**src/rtl/mbist_fail_logger.sv**
```systemverilog
// Fail-address logger for MBIST: records distinct failing {y,x} addresses in a FIFO,
// keeps a saturating fail count and sticky overflow, read back over the scan protocol.
module mbist_fail_logger #(
  parameter int ADDR_X = 3,
  parameter int ADDR_Y = 4,
  parameter int DEPTH  = 4,
  parameter int CNT_W  = 8
) (
  input  logic              clk,
  input  logic              rst,
  input  logic              mbist_run,
  input  logic              fail_flag,
  input  logic [ADDR_X-1:0] addr_x,
  input  logic [ADDR_Y-1:0] addr_y,
  input  logic              select,
  input  logic              capture_en,
  input  logic              shift_en,
  input  logic              update_en,
  input  logic              si,
  output logic              so,
  output logic              log_empty,
  output logic              log_ovf
);

  localparam int EW   = ADDR_Y + ADDR_X;
  localparam int SR_W = 2 + CNT_W + EW;
  localparam int PW   = $clog2(DEPTH);

  logic [EW-1:0]    mem [DEPTH];
  logic [PW-1:0]    wr_ptr;
  logic [PW-1:0]    rd_ptr;
  logic [PW:0]      occ;
  logic [CNT_W-1:0] fail_cnt;
  logic             ovf;
  logic             last_valid;
  logic [EW-1:0]    last_entry;
  logic             run_q;
  logic [SR_W-1:0]  sr;

  logic          start;
  logic          log_event;
  logic          empty;
  logic          full;
  logic          dup;
  logic          do_cap;
  logic          do_shift;
  logic          do_pop;
  logic          do_push;
  logic          do_drop;
  logic [EW-1:0] entry;
  logic [EW-1:0] head;
  logic [PW-1:0] wr_idx;

  // A start behaves as if the FIFO were already cleared: no pop, no duplicate, never full.
  always_comb begin
    start     = mbist_run & ~run_q;
    log_event = mbist_run & fail_flag;
    entry     = {addr_y, addr_x};
    empty     = (occ == '0);
    full      = (occ == (PW+1)'(DEPTH));
    head      = empty ? '0 : mem[rd_ptr];
    do_cap    = select & capture_en;
    do_shift  = select & ~capture_en & shift_en;
    do_pop    = select & ~capture_en & ~shift_en & update_en & ~empty & ~start;
    dup       = last_valid & (entry == last_entry) & ~start;
    do_push   = log_event & ~dup & (~full | do_pop | start);
    do_drop   = log_event & ~dup & ~do_push;
    wr_idx    = start ? '0 : wr_ptr;
  end

  always_ff @(posedge clk) begin
    if (rst) begin
      run_q      <= 1'b0;
      sr         <= '0;
      rd_ptr     <= '0;
      wr_ptr     <= '0;
      occ        <= '0;
      fail_cnt   <= '0;
      ovf        <= 1'b0;
      last_valid <= 1'b0;
      last_entry <= '0;
    end else begin
      run_q <= mbist_run;

      if (do_cap)
        sr <= {~empty, ovf, fail_cnt, head};
      else if (do_shift)
        sr <= {si, sr[SR_W-1:1]};

      if (start) begin
        rd_ptr     <= '0;
        wr_ptr     <= do_push ? PW'(1) : '0;
        occ        <= do_push ? (PW+1)'(1) : '0;
        fail_cnt   <= log_event ? CNT_W'(1) : '0;
        ovf        <= 1'b0;
        last_valid <= do_push;
      end else begin
        if (do_pop)
          rd_ptr <= rd_ptr + PW'(1);
        if (do_push)
          wr_ptr <= wr_ptr + PW'(1);
        if (do_push && !do_pop)
          occ <= occ + (PW+1)'(1);
        else if (do_pop && !do_push)
          occ <= occ - (PW+1)'(1);
        if (log_event && (fail_cnt != '1))
          fail_cnt <= fail_cnt + CNT_W'(1);
        if (do_drop)
          ovf <= 1'b1;
        if (do_push)
          last_valid <= 1'b1;
      end

      if (do_push)
        last_entry <= entry;
    end
  end

  // Storage array carries no reset; occupancy alone decides what is valid.
  always_ff @(posedge clk) begin
    if (!rst && do_push)
      mem[wr_idx] <= entry;
  end

  assign so        = sr[0];
  assign log_empty = empty;
  assign log_ovf   = ovf;

endmodule

```
**config.mk**
```make
export PLATFORM = sky130hd
export DESIGN_NAME = mbist_fail_logger
export DESIGN_NICKNAME = d
export VERILOG_FILES = /design/src/rtl/mbist_fail_logger.sv
export SDC_FILE = /design/constraint.sdc
export NUM_CORES = 1
export LEC_CHECK = 0
export CAP_MARGIN = 25
export CORE_UTILIZATION = 63
export CTS_CLUSTER_DIAMETER = 120
export DETAILED_ROUTE_END_ITERATION = 12
export PLACE_DENSITY = 0.81
export SETUP_SLACK_MARGIN = 0.05
export SLEW_MARGIN = 0
export SYNTH_ARGS = -nofsm -noshare
export SYNTH_HDL_FRONTEND = slang
export SYNTH_SLANG_ARGS = --single-unit
```
**constraint.sdc**
```tcl
create_clock -name clk -period 6.3 [get_ports clk]
set_clock_uncertainty 0.15 [all_clocks]
set_input_delay 1.26 -clock clk [delete_from_list [all_inputs] [get_ports clk]]
set_output_delay 1.26 -clock clk [all_outputs]
set_load 0.005 [all_outputs]
```
-- Yosys cells after proc, flatten, opt, wreduce, memory -nomap -nowiden
Memory sizes are Yosys's and may differ from the RTL's. A register that Yosys moved wholly into a read port is not among the register bits.
Index checks and enable logic that the tools add are counted.
- add/sub/neg operators: 5
- equal/unequal tests: 3
- multiplexer cells: 20
- bitwise logic cells: 24
- reductions and logical operators: 13
- operators with widths (kind ; count):
    2-to-1 mux 17 bit ; 2
    2-to-1 mux 8 bit ; 2
    AND 1 bit ; 14
    2-to-1 mux 2 bit ; 5
    2-to-1 mux 3 bit ; 3
    adder 8 x 1 -> 8 bit, second input constant ; 1
    != test 8 bit, second input constant ; 1
    NOT 1 bit ; 8
    == test 7 bit ; 1
    2-to-1 mux 1 bit ; 7
    2-to-1 mux 7 bit ; 1
    nonzero test 2 bit ; 3
    adder 2 x 1 -> 2 bit, second input constant ; 2
    logical AND 1 bit ; 4
    adder 3 x 1 -> 3 bit, second input constant ; 1
    == test 3 bit, second input constant ; 1
    zero test 1 bit ; 3
    zero test 3 bit ; 1
    nonzero test 3 bit ; 1
    subtractor 3 x 1 -> 3 bit, second input constant ; 1
    OR 1 bit ; 2
    OR reduction 2 bit ; 1
- bits in registers: 42
- bits in writable memories: 28
- output and inout bits: 3
- word-level logic and storage cells: 75
- memories kept: 1
- memories (name ; depth ; width ; read ports ; clocked after Yosys merged registers in ; write ports ; line ; text):
    mem ; 4 ; 7 ; 1 ; 1 ; 1 ; 29 ; logic [EW-1:0] mem [DEPTH];

-- Longest topological paths before layout
Gate-level depths: netlist of the first run.
- depth in word-level cells: 14
- mapped depth: 9
- gate-level depth less buffers: 8

-- Least setup slack after synthesis of the first run
OpenSTA, ideal clock, no wires.
- path type: input to register
- start point: input port shift_en
- end point: memory mem[1][0] in the netlist's numbering (enable)
- library setup time: 0.382 ns
- arrival time: 3.018 ns
- required time: 5.768 ns
- setup slack: 2.750 ns
- stages: 9
- path buffers: 3
- path through: buf_2 nor2_2 nand3_2 and4_1 buf_2 nor2_2 buf_4 nand2_1 nor3b_1
- word-level cells in the longest chain between the ends: 11
- RTL lines (what ; line ; text):
    start, declared ; 17 ; input logic shift_en,
    NOT 1 bit ; 64 ; do_pop = select & ~capture_en & ~shift_en & update_en & ~empty & ~start;
    AND 1 bit (4 in a row) ; 64 ;
    OR 1 bit (2 in a row) ; 66 ; do_push = log_event & ~dup & (~full | do_pop | start);
    AND 1 bit ; 66 ;
    logical AND 1 bit ; 121 ; if (!rst && do_push)
    2-to-1 mux 1 bit ; 121 ;
    2-to-1 mux 1 bit (implied by the code) ; 122 ; mem[wr_idx] <= entry;
    end, declared ; 29 ;
Every way passes these cells.

-- Worst setup path after layout of the first run
- start point: input port capture_en
- end point: memory mem[2][2] in the netlist's numbering (enable)
- word-level cells in the longest chain between the ends: 12
- RTL lines (what ; line ; text):
    start, declared ; 16 ; input logic capture_en,
    NOT 1 bit ; 64 ;
    AND 1 bit (5 in a row) ; 64 ;
    OR 1 bit (2 in a row) ; 66 ;
    AND 1 bit ; 66 ;
    logical AND 1 bit ; 121 ;
    2-to-1 mux 1 bit ; 121 ;
    2-to-1 mux 1 bit (implied by the code) ; 122 ;
Every way passes these cells.

==> results by group, run 1 <==
STA
  • Final Cycle Share: around two thirds
  • Post-layout min period: roughly 4200 ps
  • Slew @ Worst Pin: 949 ps
  • Slack of the critical path: 2120 ps
  • Max Fclk: 0.239 GHz
  • Final setup viols: 0
  • Final Hold Viols: 0
  • Hold_ws: between 300 and 400 ps
  • Max Slew Vio Count: 0
  • RSZ-0062 raised after global routing: false
  • Slew headroom: a little over a third
  • Setup TNS: 0 ps

Synthesis
  • Flops & latches, synth: between 70 and 80
  • Mapped Area: ~3100 um2
  • Syn avg cell area: about 11 um2
  • YS warnings: 0
  • Sequential fraction of the synthesis area: 56.0%
  • Synth cell types: 42
  • Syn_nets: 307
  • Synth Instances: 289

Finish
  • Area growth from synthesis to layout: 13.1%
  • Most common cell after layout, fill and taps aside: dfxtp_1
  • Most frequent cells in the layout: dfxtp_1 (44), nor2_1 (43), edfxtp_1 (28), nand2_1 (23), a21oi_1 (21)
  • Final Instance Area: 3480 um2
  • Diode count: 0
  • Layout Utilization: 73.7%
  • Final Non-Filler Cells: between 300 and 400
  • Fillers: 323
  • Area of the multi-input gates: roughly 1300 um2
  • Reg area: 1720 um2
  • Share of cells above drive strength 1: 10.1%
  • Nets: around 320

Global routing
  • Initial antenna violation count: 0
  • Overall routing resource usage: 24.1%
  • Global-route wire length before repair: 9.22 mm
  • Vias in the first global route: 1989
  • Largest net degree at the start of global routing: 31
  • Total global routing overflow: 0

Detailed routing
  • # DRC: 0
  • Drt wl/cell: 15.3 um
  • Number of iterations in the first detailed-routing pass: 4
  • Post-route ant nets: 0
  • Routed vias: 2109
  • Vias per cell: between 5 and 6
  • Total Routed Length: 5.72 mm
  • Drt first-iter violations: 68

Worst setup path
  • Largest stage delay, worst path: 780 ps
  • CP dominant cell by count: nor2_2
  • Startpoint types: input pin
  • R2R cell count: 8
  • Slowest cell on the critical path: nor3b_1
  • Critical Path RT: 6110 ps
  • WP data arrival: 3990 ps
  • CP max FO: 12
  • Crit end category: flop
  • WS Path Type: input pin to flop
  • Crit path buf inv count: 1
  • Cell family with most CP delay: simple AND/OR/NAND/NOR gates
  • Stages on worst setup path: 7
  • CP Cell Sequence: clkdlybuf4s50_1 > nor2_2 > nand3_2 > and4_1 > nor2_2 > nand2_1 > nor3b_1

Clocking
  • CTS Buffer Depth: 2
  • TritonCTS clock tree: done
  • Post-CTS setup buffer count: 0
  • Clock Tree Root: clkbuf_8
  • PostCTS Resize Cnt: 0
  • H-Tree Depth: 3
  • CTS Sinks: 72
  • Skew-Pair Late Insertion Delay: 340 ps
  • Num CTS Buffers: 9
  • # hold bufs at CTS: 0
  • Clock-pin slew on the worst setup and hold paths: about 70 ps

Min path
  • Depth of the worst hold-timing path: 2
  • Hold Crit Class: flop to flop

Placed design
  • DP HPWL: 3.80 mm
  • I/O Buffers: 18
  • Dpl ws: about 1700 ps
  • Placed cells: ~360
  • Placer Congestion: 0.796
  • DP Area: 3270 um2

Power and ir drop
  • P_leak: 1.16 nW
  • Power per Cell Area: 266 nW/um2
  • Pwr Total: 0.925 mW
  • VDD IR-drop max: 140 uV

Die
  • Chip Height: 71.9 um
  • I/O pins: 19
  • Die Wd: 71.9 um
  • Die area: 5170 um2
  • Starting Density: between 60% and 70%
  • Core area: about 4700 um2
  • Row count: 25

Outcome
  • Status: completed

Run
  • Max-cap violations: 0
## registers in the layout, indices dropped and copies added (netlist names), named ones only
| name | count |
|---|---|
| rd_ptr | 2 |
| last_valid | 1 |
| occ | 3 |
| mem | 28 |
| log_ovf | 1 |
| wr_ptr | 2 |
| sr | 17 |
| fail_cnt | 8 |
| last_entry | 7 |
| run_q | 1 |
## path summary, 6_finish.rpt
kind | from | slack, ps | to
hold reg to reg | last_valid | 320 | last_valid
hold / removal | last_valid | 320 | last_valid
setup / recovery | capture_en | 2120 | mem[2][2]
setup reg to reg | run_q | 3460 | occ[2]
## routing by layer
| layer | part of all wire [%] | global-route usage [%] | vias to the layer above |
|---|---|---|---|
| met5 | 0 | 0 | - |
| met4 | 2.1 | 11.1 | 0 |
| met3 | 3.2 | 5.91 | 13 |
| met2 | 47 | 36.8 | 44 |
| met1 | 47 | 32.7 | 993 |
| li1 | - | - | 1059 |
## worst min-delay path, delay by kind of cell (launching register included)
kind	cells	cell delay [ps]
DFF	1	320
and+or+nand+nor	1	60
AOI/OAI and AO/OA	1	50
## kinds of logic (layout without fill, tap and decap cells)
kind of cell               count (synthesis)  count (layout)  synth area share (%)
adders and majority gates                  2               2                  1.06
xor gates and xnor gates                  17              17                  4.84
DFF                                       72              72                  56.0
buffers and inverters                     21              40                  2.97
AOI/OAI and AO/OA                         62              62                  12.5
muxes                                      8               8                  5.45
and+or+nand+nor                          107             107                  17.2
## Yosys cell counts
library cell / number / share of area (%)
nor3b_1: 4 / 0.98
o311ai_4: 1 / 0.85
dfxtp_1: 44 / 29
xnor2_1: 11 / 3.1
nor2b_1: 10 / 2.0
o21bai_1: 1 / 0.24
fa_1: 1 / 0.65
or4_1: 1 / 0.24
nand3b_1: 1 / 0.24
nor2_2: 2 / 0.41
nand2b_1: 2 / 0.41
or3_1: 2 / 0.41
nand4_1: 5 / 1.0
o211a_2: 1 / 0.33
mux4_2: 7 / 5.1
ha_1: 1 / 0.41
o21ai_0: 13 / 2.1
nand2_1: 23 / 2.8
and3_1: 2 / 0.41
a21oi_1: 21 / 3.4
inv_2: 1 / 0.12
nor3_1: 3 / 0.49
nor4_1: 1 / 0.20
nor3_2: 2 / 0.65
buf_1: 2 / 0.24
xor2_1: 6 / 1.7
nand3_2: 1 / 0.33
and4_1: 2 / 0.57
clkbuf_1: 9 / 1.1
inv_1: 3 / 0.37
nor2_1: 43 / 5.2
nand3_1: 1 / 0.16
mux2i_1: 1 / 0.33
buf_4: 2 / 0.49
a311oi_1: 1 / 0.28
edfxtp_1: 28 / 27
and2_1: 1 / 0.20
o21ai_1: 7 / 1.1
o31ai_1: 1 / 0.24
nand4_2: 1 / 0.41
buf_2: 4 / 0.65
a211oi_1: 16 / 3.9
## report_power, final
group          switching, mW  internal, mW  leakage [nW]
Sequential            0.0102         0.499         0.613
Combinational         0.0472        0.0371         0.453
Clock                  0.156         0.175        0.0914
Total                  0.213         0.711          1.16
## area by class of cell
cell class	instances	area share, %
Clock buffer	9	3.56
Multi-Input combinational cell	196	36.3
Sequential cell	72	49.5
Timing Repair Buffer	21	6.33
Inverter	4	0.431
Tap cell	67	2.41
Clock inverter	6	1.47
No activity file was read; power rests on OpenSTA's default activity.
==> run 2, diff against run 1 <==
Settings changed: CORE_UTILIZATION 63 to 53, PLACE_DENSITY 0.81 to 0.72.
Clock period 6.3 ns to 3.8 ns, I/O delays scaled along.
==> run 2 against run 1 <==
Worst setup slack worse by 1400 ps. Clock-buffer cell count stayed put. Cell count is 4.3% higher. Largest cell class unchanged. First-iteration DRC count is 4.4% lower. Sequential cell count stayed put. Wire length is 3.3% higher. Sequential power is 65% higher. Core utilization is 9.4 points lower. Register-to-register slack worse by 2100 ps. Cell area is 2.4% higher. Critical path depth is 2 higher. Critical path type unchanged.
==> results by group, run 2 (same netlist as run 1, synthesis figures left out) <==
Clocking
  • # hold bufs at CTS: 0 (unchanged)
  • Num CTS Buffers: 9 (unchanged)
  • CTS Buffer Depth: 2 (unchanged)
  • PostCTS Resize Cnt: 0 (unchanged)
  • Clock Tree Root: clkbuf_8 (unchanged)
  • Clock-pin slew on the worst setup and hold paths: 70 ps (about the same)
  • TritonCTS clock tree: done (unchanged)
  • Post-CTS setup buffer count: 0 (unchanged)
  • CTS Sinks: 72 (unchanged)
  • H-Tree Depth: 3 (unchanged)
  • Skew-Pair Late Insertion Delay: 350 ps (was 340 ps)

STA
  • Final Cycle Share: 79.8%
  • Max Fclk: approximately 0.33 GHz
  • Final setup viols: 0 (unchanged)
  • Final Hold Viols: 0 (unchanged)
  • Post-layout min period: 3030 ps
  • Max Slew Vio Count: 0 (unchanged)
  • Slack of the critical path: 766 ps (was 2120 ps)
  • Slew headroom: 60.4% (was 36.3%)
  • RSZ-0062 raised after global routing: false (unchanged)
  • Slew @ Worst Pin: 594 ps (was 949 ps)
  • Setup TNS: 0 ps (unchanged)

Global routing
  • Global-route wire length before repair: 10.1 mm (was 9.22 mm)
  • Vias in the first global route: 2108 (was 1989)
  • Total global routing overflow: 0 (unchanged)
  • Initial antenna violation count: 0 (unchanged)
  • Overall routing resource usage: 21.8% (was 24.1%)
  • Largest net degree at the start of global routing: 30 (was 31)

Detailed routing
  • Number of iterations in the first detailed-routing pass: 4 (unchanged)
  • Post-route ant nets: 0 (unchanged)
  • Vias per cell: 5.53 (was 5.62)
  • Drt first-iter violations: 65 (was 68)
  • WL met2: 2.73 mm (was 2.70 mm)
  • Drt wl/cell: 15.1 um (was 15.3 um)
  • M1 WL: 2.86 mm (was 2.71 mm)
  • # DRC: 0 (unchanged)
  • DR top layer: met4 (unchanged)
  • Routed vias: 2162 (was 2109)
  • Routed wl met3: 227 um (was 181 um)
  • Total Routed Length: 5.91 mm (was 5.72 mm)

Die
  • Chip Height: 78.2 um (was 71.9 um)
  • Die area: 6110 um2 (was 5170 um2)
  • Starting Density: 55.5% (was 65.1%)
  • Row count: 27 (was 25)
  • I/O pins: 19 (unchanged)
  • Core area: 5540 um2 (was 4720 um2)
  • Die Wd: 78.2 um (was 71.9 um)

Power and ir drop
  • P_leak: 1.20 nW (was 1.16 nW)
  • Power per Cell Area: 444 nW/um2 (was 266 nW/um2)
  • VDD IR-drop max: 257 uV (was 140 uV)

Placed design
  • Placer Congestion: 0.762 (was 0.796)
  • Dpl ws: 395 ps (was 1660 ps)
  • DP HPWL: 4.03 mm (was 3.80 mm)
  • I/O Buffers: 18 (unchanged)

Finish
  • Share of cells above drive strength 1: 13.8% (was 10.1%)
  • Most frequent cells in the layout: dfxtp_1 (44), nor2_1 (43), edfxtp_1 (28), nand2_1 (23), a21oi_1 (21) (unchanged)
  • Area growth from synthesis to layout: 15.8% (was 13.1%)
  • Biggest register: mem (unchanged)
  • Max reg flops: 28 (unchanged)
  • Diode count: 0 (unchanged)
  • Nets: 332 (was 322)
  • Reg area: 1720 um2 (unchanged)
  • Fillers: 448 (was 323)
  • Area of the multi-input gates: 1260 um2 (unchanged)
  • Registers with the most flip-flops: mem (28), sr (17), fail_cnt (8) (unchanged)
  • Most common cell after layout, fill and taps aside: dfxtp_1 (unchanged)

Worst setup path
  • R2R cell count: 8 (unchanged)
  • Worst r2r src: run_q (unchanged)
  • WS Path Type: input pin to flop (unchanged)
  • Crit end category: flop (unchanged)
  • Capture point of the worst reg-to-reg path: occ[2] (unchanged)
  • Startpoint types: input pin (unchanged)
  • Critical Path RT: 3860 ps (was 6110 ps)
  • CP max FO: 8 (was 12)
  • WP data arrival: 3100 ps (was 3990 ps)
  • Worst R2R Setup Slack: 1380 ps (was 3460 ps)

Min path
  • Depth of the worst hold-timing path: 2 (unchanged)
  • Hold_sp: last_valid (unchanged)
  • Worst Hold Path EP: last_valid (unchanged)
  • Hold Crit Class: flop to flop (unchanged)

Run
  • Max-cap violations: 0 (unchanged)

Outcome
  • Status: completed (unchanged)
[run 2: power by group]
group	switching, mW	leakage, nW	internal (mW)
logic	0.0780	0.496	0.0641
clock network	0.295	0.0933	0.303
registers	0.0158	0.613	0.826
[run 2: worst max-delay path, stage by stage]
cell and delay [ps]:
clkdlybuf4s50_1 520, nand2b_1 300, nand4_2 170, o311ai_4 260, nor3_2 100, fa_1 380
nor4_1 350, o21ai_0 120, nor3b_1 140
[run 2: worst max-delay path by stage]
stage	cells after the start	slack, ps	startpoint	end
after floorplan	9	750	shift_en	mem[1][0]
after global placement	9	470	addr_y[1]	occ[2]
after detailed placement	9	400	addr_y[1]	occ[2]
after CTS	9	770	addr_x[2]	occ[2]
after global routing	9	610	mbist_run	occ[2]
final	9	770	mbist_run	occ[2]
[run 2: stage by stage]
step	power, mW	area, um2	utilization [%]	hold WS, ps	std cells
2_1_floorplan	0.947	3080	-	294	289
3_3_place_gp	0.998	3370	60.8	314	375
3_5_place_dp	1.00	3370	60.8	311	375
4_1_cts	1.59	3560	64.3	328	391
5_1_grt	1.65	3560	64.3	356	391
6_report	1.58	3560	64.3	326	391
[run 2: area by class of cell]
type / count / area share [%]
Clock inverter: 7 / 2.00
Timing Repair Buffer: 31 / 7.79
Inverter: 4 / 0.421
Multi-Input combinational cell: 196 / 35.5
Clock buffer: 9 / 3.48
Tap cell: 72 / 2.53
Sequential cell: 72 / 48.3
[run 2: metal layers]
metal,track usage (%),vias up
met5,0,-
met4,8.89,0
met3,5.23,9
met2,33.9,44
met1,29.3,1022
li1,-,1087
==> run 3, diff against run 2 <==
Clock period 3.8 ns to 2.45 ns, I/O delays scaled along.
==> run 3 against run 2 <==
Total power increased by 66%. Core utilization up 6.0 points. Die area is the same. Critical path depth stayed put. Sequential power grew 56%. Non-clock buffer count rose by 28. Sequential cell count unchanged. Via count grew 6.1%. Combinational power increased by 89%. Worst setup slack worse by 620 ps. Clock power increased by 76%. Largest cell class unchanged. Largest power group unchanged.
==> results by group, run 3 (same netlist as run 1, synthesis figures left out) <==
STA
  • Final Hold Viols: 0 (unchanged)
  • RSZ-0062 raised after global routing: false (unchanged)
  • Setup TNS: 0 ps (unchanged)
  • Slack of the critical path: 147 ps (was 766 ps)
  • Max Slew Vio Count: 0 (unchanged)
  • Max Fclk: 0.434 GHz
  • Final Cycle Share: a little over nine tenths
  • Post-layout min period: 2300 ps
  • Slew @ Worst Pin: 465 ps (was 594 ps)
  • Slew headroom: 68.9% (was 60.4%)
  • Final setup viols: 0 (unchanged)

Clocking
  • CTS Buffer Depth: 2 (unchanged)
  • CTS Sinks: 72 (unchanged)
  • Clock Tree Root: clkbuf_8 (unchanged)
  • Clock-pin slew on the worst setup and hold paths: 70 ps (about the same)
  • TritonCTS clock tree: done (unchanged)
  • H-Tree Depth: 3 (unchanged)
  • Skew-Pair Late Insertion Delay: 340 ps (was 350 ps)
  • # hold bufs at CTS: 0 (unchanged)
  • Num CTS Buffers: 9 (unchanged)

Finish
  • Registers with the most flip-flops: mem (28), sr (17), fail_cnt (8) (unchanged)
  • Most common cell after layout, fill and taps aside: dfxtp_1 (unchanged)
  • Nets: 360 (was 332)
  • Area growth from synthesis to layout: 26.6% (was 15.8%)
  • Biggest register: mem (unchanged)
  • Fillers: 402 (was 448)
  • Most frequent cells in the layout: dfxtp_1 (44), nor2_1 (43), buf_4 (40), edfxtp_1 (28), nand2_1 (22) (was dfxtp_1 (44), nor2_1 (43), edfxtp_1 (28), nand2_1 (23), a21oi_1 (21))
  • Max reg flops: 28 (unchanged)
  • Area of the multi-input gates: 1350 um2 (was 1260 um2)
  • Share of cells above drive strength 1: 23.1% (was 13.8%)
  • Reg area: 1720 um2 (unchanged)
  • Layout Utilization: 70.3% (was 64.3%)
  • Diode count: 0 (unchanged)

Die
  • Core area: 5540 um2 (unchanged)
  • Starting Density: 55.5% (unchanged)
  • Die area: 6110 um2 (unchanged)
  • Chip Height: 78.2 um (unchanged)
  • Row count: 27 (unchanged)
  • Die Wd: 78.2 um (unchanged)
  • I/O pins: 19 (unchanged)

Power and ir drop
  • Pwr Total: 2.62 mW (was 1.58 mW)
  • VDD IR-drop max: 430 uV (was 257 uV)
  • Power per Cell Area: 674 nW/um2 (was 444 nW/um2)
  • P_leak: 1.43 nW (was 1.20 nW)

Min path
  • Hold Crit Class: flop to flop (unchanged)

Placed design
  • DP HPWL: 4.22 mm (was 4.03 mm)
  • I/O Buffers: 18 (unchanged)
  • Placer Congestion: 0.853 (was 0.762)
  • Dpl ws: -391 ps (was 395 ps)

Detailed routing
  • Drt wl/cell: 14.5 um (was 15.1 um)
  • Total Routed Length: 6.07 mm (was 5.91 mm)
  • Drt first-iter violations: 109 (was 65)
  • Routed vias: 2294 (was 2162)
  • # DRC: 0 (unchanged)
  • Post-route ant nets: 0 (unchanged)
  • Vias per cell: 5.47 (was 5.53)
  • Number of iterations in the first detailed-routing pass: 4 (unchanged)

Global routing
  • Total global routing overflow: 0 (unchanged)
  • Largest net degree at the start of global routing: 26 (was 30)
  • Vias in the first global route: 2212 (was 2108)
  • Overall routing resource usage: 22.1% (was 21.8%)
  • Global-route wire length before repair: 10.3 mm (was 10.1 mm)
  • Initial antenna violation count: 0 (unchanged)

Worst setup path
  • Largest stage delay, worst path: 470 ps (was 520 ps)
  • Crit end category: flop (unchanged)
  • CP max FO: 2 (was 8)
  • WP data arrival: 2390 ps (was 3100 ps)
  • Critical Path RT: 2530 ps (was 3860 ps)
  • CP Cell Sequence: clkdlybuf4s50_1 > nand3_2 > buf_4 > nor3_4 > nor3_2 > fa_2 > nor4_4 > o21ai_1 > nor3b_2 (was clkdlybuf4s50_1 > nand2b_1 > nand4_2 > o311ai_4 > nor3_2 > fa_1 > nor4_1 > o21ai_0 > nor3b_1)
  • Slowest cell on the critical path: clkdlybuf4s50_1 (unchanged)
  • Crit path buf inv count: 2 (was 1)
  • WS Path Type: input pin to flop (unchanged)
  • Cell family with most CP delay: simple AND/OR/NAND/NOR gates (unchanged)
  • Startpoint types: input pin (unchanged)

Outcome
  • Status: completed (unchanged)

Run
  • Max-cap violations: 0 (unchanged)
[run 3: final timing paths]
path	depth (start not counted)	from	slack [ps]	to
hold / removal	2	last_valid	330	last_valid
setup / recovery	9	update_en	150	occ[2]
setup reg to reg	8	run_q	240	occ[2]
hold reg to reg	2	last_valid	330	last_valid
[run 3: area by class of cell]
class / instances / area share [%]
timing repair buffer: 59 / 12.8
sequential: 72 / 44.2
multi-input combinational: 196 / 34.6
inverter: 4 / 0.385
clock inverter: 3 / 1.64
clock buffer: 13 / 4.08
tap: 72 / 2.31
[run 3: per-layer routing]
| layer | global-route usage, % | wire length (um) | up-vias |
|---|---|---|---|
| li1 | - | - | 1144 |
| met1 | 28.6 | 2890 | 1099 |
| met2 | 35.7 | 2880 | 43 |
| met3 | 3.84 | 216 | 8 |
| met4 | 11.1 | 91 | 0 |
| met5 | 0 | 0 | - |
[run 3: power breakdown]
group | internal [mW] | total (mW) | switching (mW)
combinational | 0.133 | 0.268 | 0.135
sequential | 1.28 | 1.31 | 0.0258
clock | 0.627 | 1.05 | 0.420
total | 2.04 | 2.62 | 0.581
[run 3: metrics by stage]
step,area [um2],instances,hold slack [ps]
after global placement,3600,399,311
final,3890,419,333
after global routing,3890,419,361
after CTS,3840,417,329
after detailed placement,3600,399,315
after floorplan,3140,289,294
[run 3: what timing repair did]
| item | 4_1_cts | 5_1_grt |
|---|---|---|
| pin swaps | 8 | 10 |
| setup buffers | 2 | 2 |
| setup endpoints to repair | 1 | 30 |
| resized for setup | 10 | 10 |
[run 3: worst min-delay path, cell delays in order (launching register included)]
cell	delay (ps)
dfxtp_1	330
nand2_1	60
a21oi_1	50
